==> src/rtl/bcd_scan_decoder.sv <==
// Multiplexed BCD display scanner with frame-synchronous value update and registered decode.
// Optional build macro: LEADING_ZERO_BLANK_EN (blank zero digits above the most significant nonzero digit).
module bcd_scan_decoder #(
    parameter int DIGITS = 4,
    parameter int DWELL  = 1000
) (
    input  logic                  clk,
    input  logic                  rst_n,
    input  logic [4*DIGITS-1:0]   inp,
    input  logic                  load,
    input  logic                  err_clr,
    output logic [9:0]            out,
    output logic [6:0]            seg,
    output logic [DIGITS-1:0]     dig,
    output logic                  pending,
    output logic                  err
);

    localparam int CW = (DWELL > 1) ? $clog2(DWELL) : 1;
    localparam int IW = (DIGITS > 1) ? $clog2(DIGITS) : 1;
    localparam logic [CW-1:0] CNT_LAST = CW'(DWELL - 1);
    localparam logic [IW-1:0] IDX_LAST = IW'(DIGITS - 1);

    logic [CW-1:0]         cnt_q, cnt_d;
    logic [IW-1:0]         idx_q, idx_d;
    logic [4*DIGITS-1:0]   shadow_q, shadow_d;
    logic [4*DIGITS-1:0]   active_q, active_d;
    logic                  pending_q, pending_d;
    logic                  err_q, err_d;
    logic [9:0]            out_q, out_d;
    logic [6:0]            seg_q, seg_d;
    logic [DIGITS-1:0]     dig_q, dig_d;

    logic                  cnt_wrap;
    logic                  boundary;
    logic [3:0]            nib;
    logic                  blank;
    logic                  nib_bad;

    always_comb begin
        cnt_wrap = (cnt_q == CNT_LAST);
        boundary = cnt_wrap && (idx_q == IDX_LAST);

        cnt_d = cnt_wrap ? '0 : cnt_q + 1'b1;
        idx_d = idx_q;
        if (cnt_wrap) begin
            idx_d = (idx_q == IDX_LAST) ? '0 : idx_q + 1'b1;
        end

        // The active register only changes on the frame boundary; a load there bypasses the shadow.
        shadow_d  = shadow_q;
        active_d  = active_q;
        pending_d = pending_q;
        if (load && boundary) begin
            active_d  = inp;
            pending_d = 1'b0;
        end else if (load) begin
            shadow_d  = inp;
            pending_d = 1'b1;
        end else if (boundary && pending_q) begin
            active_d  = shadow_q;
            pending_d = 1'b0;
        end

        nib = 4'(active_q >> {idx_q, 2'b00});
`ifdef LEADING_ZERO_BLANK_EN
        blank = (idx_q != '0) && ((active_q >> {idx_q, 2'b00}) == '0);
`else
        blank = 1'b0;
`endif

        case (nib)
            4'd0:    seg_d = 7'h3F;
            4'd1:    seg_d = 7'h06;
            4'd2:    seg_d = 7'h5B;
            4'd3:    seg_d = 7'h4F;
            4'd4:    seg_d = 7'h66;
            4'd5:    seg_d = 7'h6D;
            4'd6:    seg_d = 7'h7D;
            4'd7:    seg_d = 7'h07;
            4'd8:    seg_d = 7'h7F;
            4'd9:    seg_d = 7'h6F;
            default: seg_d = '0;
        endcase
        nib_bad = (nib > 4'd9);
        out_d   = nib_bad ? '0 : (10'd1 << nib);
        dig_d   = DIGITS'(1) << idx_q;

        if (blank) begin
            out_d   = '0;
            seg_d   = '0;
            dig_d   = '0;
            nib_bad = 1'b0;
        end

        err_d = (err_q && !err_clr) || nib_bad;
    end

    always_ff @(posedge clk) begin
        if (!rst_n) begin
            cnt_q     <= '0;
            idx_q     <= '0;
            shadow_q  <= '0;
            active_q  <= '0;
            pending_q <= 1'b0;
            err_q     <= 1'b0;
            out_q     <= '0;
            seg_q     <= '0;
            dig_q     <= '0;
        end else begin
            cnt_q     <= cnt_d;
            idx_q     <= idx_d;
            shadow_q  <= shadow_d;
            active_q  <= active_d;
            pending_q <= pending_d;
            err_q     <= err_d;
            out_q     <= out_d;
            seg_q     <= seg_d;
            dig_q     <= dig_d;
        end
    end

    assign out     = out_q;
    assign seg     = seg_q;
    assign dig     = dig_q;
    assign pending = pending_q;
    assign err     = err_q;

endmodule
==> config.mk <==
export PLATFORM = sky130hd
export DESIGN_NAME = bcd_scan_decoder
export DESIGN_NICKNAME = d
export VERILOG_FILES = /design/src/rtl/bcd_scan_decoder.sv
export SDC_FILE = /design/constraint.sdc
export NUM_CORES = 1
export LEC_CHECK = 0
export BUFFER_PORTS_ARGS = -buffer_cell sky130_fd_sc_hd__buf_2
export CAP_MARGIN = 20
export CORE_ASPECT_RATIO = 2
export CORE_UTILIZATION = 30
export DETAILED_ROUTE_END_ITERATION = 6
export PLACE_DENSITY = 0.5
export SKIP_CTS_REPAIR_TIMING = 1
export SLEW_MARGIN = 20
export SYNTH_ARGS = -nofsm -noshare
export SYNTH_HDL_FRONTEND = slang
export SYNTH_SLANG_ARGS = --single-unit
==> constraint.sdc <==
create_clock -name clk -period 2.6 [get_ports clk]
set_input_delay 0.78 -clock clk [delete_from_list [all_inputs] [get_ports clk]]
set_output_delay 0.78 -clock clk [all_outputs]
set_load 0.01 [all_outputs]
* Word-level counts from Yosys, hierarchy flattened
Memory sizes are Yosys's and may differ from the RTL's. A register that Yosys moved wholly into a read port is not among the register bits.
Cells that the tools add are included.
** Storage, ports and cells
- Flip-flop bits (word level) :: 60
- Memory bits (read-only) :: 112
- Input bits :: 20
- Memories kept :: 1
** Memory list
- (no name shown) :: words 16, bits a word 7, rd ports 1, clocked after memory_dff 1, wr ports 0, RTL line 72 : case (nib)
** Cells by class
- Add/subtract/negate cells :: 2
- Magnitude comparators :: 1
- Equality and inequality tests :: 3
- Shift-type cells :: 3
- Muxes and demuxes :: 6
- Bitwise gates (word level) :: 2
- Reduce and logical (&&, ||, !) cells :: 14
** Operator list (number)
- $mux 16 :: 3
- $shr 16x4->4 :: 1
- $add 10x1->10 const B :: 1
- $eq 10x10->1 const B :: 1
- $shl 1x4->10 const A :: 1
- $reduce_or 2->1 :: 3
- $gt 4x4->1 const B :: 1
- $logic_and 1x1->1 :: 4
- $reduce_and 2->1 :: 2
- $reduce_bool 2->1 :: 2
- $shl 1x2->4 const A :: 1
- $add 2x1->2 const B :: 1
- $eq 2x2->1 const B :: 1
- $logic_not 1->1 :: 2
- $mux 1 :: 2
- $mux 2 :: 1
- $ne 2x1->1 const B :: 1
- $not 1->1 :: 2
- $logic_or 1x1->1 :: 1

* Logic depth before layout (Yosys ltp)
- Depth in word-level cells :: 6
- Mapped depth :: 8

* Least setup slack after synthesis
OpenSTA, ideal clock, no wires.
- Kind :: in2reg
- Start :: input load
- End :: register active_q[10]
- Library setup time :: 117 ps
- Arrival time :: 1749 ps
- Data required time :: 2483 ps
- Slack :: 734 ps
- Stages on the path :: 5
- Path through :: clkbuf_1 o21ai_0 nor2_4 buf_2 a32o_1
** Between the ends
- Word-level cells in the longest chain between the ends :: 3
- Elaborated cells between the ends (all ways) :: 5
- Those cells by class :: eq/ne (1); mux (1); reduce/logical (3)
** Ends and longest elaborated chain
- from (decl) :: RTL line 10 : input logic load,
- $logic_and 1x1->1 :: RTL line 54 : if (load && boundary) begin
- $ne 2x1->1 (no source line) or $reduce_bool 2->1 (tied branches)
- $reduce_and 2->1 (no source line)
- to (signal assigned) :: RTL line 114 : active_q <= active_d;
- to (decl) :: RTL line 27 : logic [4*DIGITS-1:0] active_q, active_d;
Parallel ways exist; a longest one is shown, timed or not.
A chain may end at the register's enable or synchronous reset.

* Worst setup path in the final report
- Start :: register idx_q[0]
- End :: register seg_q[4], in the netlist seg[4]
** Between the ends
- Word-level cells in the longest chain between the ends :: 1
** Ends and longest elaborated chain
- from (decl) :: RTL line 25 : logic [IW-1:0] idx_q, idx_d;
- from (signal assigned) :: RTL line 112 : idx_q <= idx_d;
- $shr 16x4->4 :: RTL line 65 : nib = 4'(active_q >> {idx_q, 2'b00});
- to (decl) :: RTL line 31 : logic [6:0] seg_q, seg_d;
Every way passes these cells.

==> impl_metrics.py <==
metrics = {
    "yosys": {
        "synthArstFlopShare_pct": 0,
        "ys_ff_latch": 67,
        "synthCells": 295,
        "ys_seq_area_share_pct": 46.9,
        "yosysWarningCount": 0,
        "synth_edf_count": 0,
        "netlist_area_um2": 2860,
        "syn-num-nets": 325,
        "synth_ff_type": "dfxtp_1",
        "avgSynthCellArea_um2": 9.69,
        "ys_types": 42,
    },
    "sta": {
        "finalCriticalPeriod_ns": 2.11,
        "finalCritPeriodShare_pct": 81.3,
        "hold_slack_ns": 0.453,
        "finClkSkew_ns": 0.00743,
        "slew_headroom_pct": 67.5,
        "setup_tns_ns": 0,
        "fmaxAchievable_mhz": 473,
        "rsz0062_at_grt": "false",
        "setup_slack_ns": 0.485,
        "tightest_slew_ns": 0.486,
        "drv_slew": 0,
        "hold_viol": 0,
        "setup-violations-final": 0,
    },
    "clock_network": {
        "cts_tree": "built",
        "htree_num_levels": 3,
        "cts_buffer_depth": 2,
        "cts.sinks": 67,
        "root_buffer": "clkbuf_16",
        "clock_latency_ns": 0.33,
        "cts.clk_slew.worst_paths_ns": 0.05,
        "cts_buffers": 9,
    },
    "critical_path": {
        "crit_path_start_kind": "register",
        "slowest_delay_ns": 0.67,
        "path_cells": "mux4_2 > inv_1 > ha_1 > inv_1 > a21oi_2 > o21ai_1 > a21boi_1",
        "cp-end-kind": "register",
        "cp_slowest_cell": "mux4_2",
        "crit_top_cell": "inv_1",
        "critPathMaxFanout": 11,
        "crit_arrival_ns": 2.37,
        "crit_type": "register to register",
        "required_ns": 2.86,
    },
    "grt": {
        "grt_antenna_before_repair": 0,
        "grt_pass1_wl_mm": 10.0,
        "met2_usage_pct": 25.6,
        "grt.busiest_layer": "met2",
        "grtUsageTotal_pct": 13.6,
        "grt_overflow": 0,
        "first_global_vias": 2093,
        "grt_max_degree": 33,
        "use_met1_pct": 12.0,
        "grt_use_met3_pct": 4.03,
    },
    "finish": {
        "area_delta_synth_final_pct": 19.4,
        "antenna_cells": 0,
        "nFillCells": 959,
        "layout.nets": 365,
        "finalNonFillerCells": 443,
        "drive_gt1_share_pct": 21.8,
        "fin_util_pct": 36.6,
        "post-route-cell-area_um2": 3410,
    },
    "power": {
        "p_clk_share_pct": 47.7,
        "cellLeakagePower_nw": 1.45,
        "ir_drop_uv": 385,
        "power.total_mw": 2.26,
        "swShare_pct": 22.0,
        "seqPwrFrac_pct": 47.2,
        "power_frac_comb_pct": 5.1,
        "power_switching_mw": 0.497,
        "p_int_mw": 1.76,
        "p_per_area_nw_per_um2": 662,
    },
    "floorplanning": {
        "die_w_um": 71.0,
        "start_util_pct": 30.7,
        "die_y_um": 140,
        "num_io_pins": 43,
        "coreArea_um2": 9320,
        "dieArea_um2": 9950,
        "rows": 50,
    },
    "flow_run": {
        "max_cap_violations": 0,
    },
    "drt": {
        "antenna_left": 0,
        "wl_per_cell_um": 13.5,
        "drtIter0Drc": 102,
        "drt_wl_total_mm": 6.00,
        "via_count": 2150,
        "dr.pass1.iters": 7,
        "routed_via_density": 4.85,
        "drc": 3,
    },
    "outcome": {
        "status": "finished with violations",
        "violations": "DRC",
    },
    "worst_hold_path": {
        "hp-class": "register to register",
    },
    "place": {
        "dp.cells": 428,
        "io_buffers": 42,
        "routabilityCongestion": 0.784,
        "placed_area_um2": 3150,
        "place_ws_ns": 0.478,
        "hpwl_mm": 4.53,
    },
}
-- worst paths after layout --
check / cells after the start / to / from / slack, ns
worst max register to register: 7 / seg[4] / idx_q[0] / 0.49
worst max-delay path: 7 / seg[4] / idx_q[0] / 0.49
worst min-delay path: 2 / shadow_q[4] / shadow_q[4] / 0.45
worst min register to register: 2 / shadow_q[4] / shadow_q[4] / 0.45
-- layout by cell type, fill, tap and decap left out, types with 8 or more instances in the layout --
| cell type | count |
|---|---|
| a32o_1 | 16 |
| nand2_1 | 24 |
| nand3_1 | 22 |
| inv_1 | 8 |
| nand2b_1 | 33 |
| dfxtp_1 | 67 |
| nor2_1 | 17 |
| buf_2 | 42 |
| ha_1 | 10 |
| clkbuf_16 | 9 |
| o21ai_0 | 19 |
-- Yosys cell counts, drive strengths merged, types with 4 or more instances --
master | n | area share, %
clkbuf | 10 | 1.3
nand2b | 34 | 7.7
o21ai | 21 | 3.7
mux4 | 4 | 3.2
nor2 | 18 | 2.6
inv | 8 | 1.1
nand2 | 24 | 3.2
dfxtp | 67 | 47
ha | 10 | 4.4
buf | 7 | 1.9
and3 | 7 | 1.5
nor2b | 4 | 0.96
xnor2 | 7 | 2.1
nand3 | 22 | 3.9
a32o | 16 | 5.6
a21oi | 4 | 0.83
and2 | 7 | 1.5
-- worst max-delay path, delay by kind of cell, from the launching register on --
family,cells,cell delay [ns]
fa+ha+maj,1,0.23
mux,1,0.67
compound gates,3,0.32
flops,1,0.58
buf+inv,2,0.24
-- power by group through the flow --
stage	clock, mW	combinational [mW]	sequential (mW)
finish	1.08	0.115	1.07
global route	1.16	0.130	1.07
CTS	1.11	0.118	1.07
detailed placement	0	0.117	1.09
global placement	0	0.117	1.09
floorplan	0	0.0728	1.09
-- area by class of cell --
type | instances | area [um^2] | share of cell area [%]
multi-input combinational | 203 | 1400 | 41.1
sequential | 67 | 1340 | 39.3
timing repair buffer | 46 | 240 | 7.04
clock buffer | 10 | 239 | 7.00
tap | 104 | 130 | 3.81
clock inverter | 5 | 30.0 | 0.879
inverter | 8 | 30.0 | 0.879
-- logic make-up (layout without fill, tap and decap cells) --
| logic type | after synthesis | after routing | share of synthesized area, % |
|---|---|---|---|
| fa+ha+maj | 10 | 10 | 4.38 |
| mux | 5 | 5 | 3.50 |
| simple gates | 130 | 130 | 25.7 |
| flops | 67 | 67 | 46.9 |
| xor+xnor | 9 | 9 | 2.76 |
| compound gates | 49 | 49 | 12.5 |
| buf+inv | 25 | 69 | 4.25 |
-- flip-flops by register name, indices dropped and copies added (netlist names) --
register  cells
idx_q         2
dig           4
active_q     16
seg           7
out          10
err           1
cnt_q        10
pending       1
shadow_q     16
-- layer usage --
layer	wire [um]	vias to the layer above
li1	-	1100
met1	2160	999
met2	3460	40
met3	181	11
met4	193	0
met5	0	-
(Power assumes the default switching activity.)
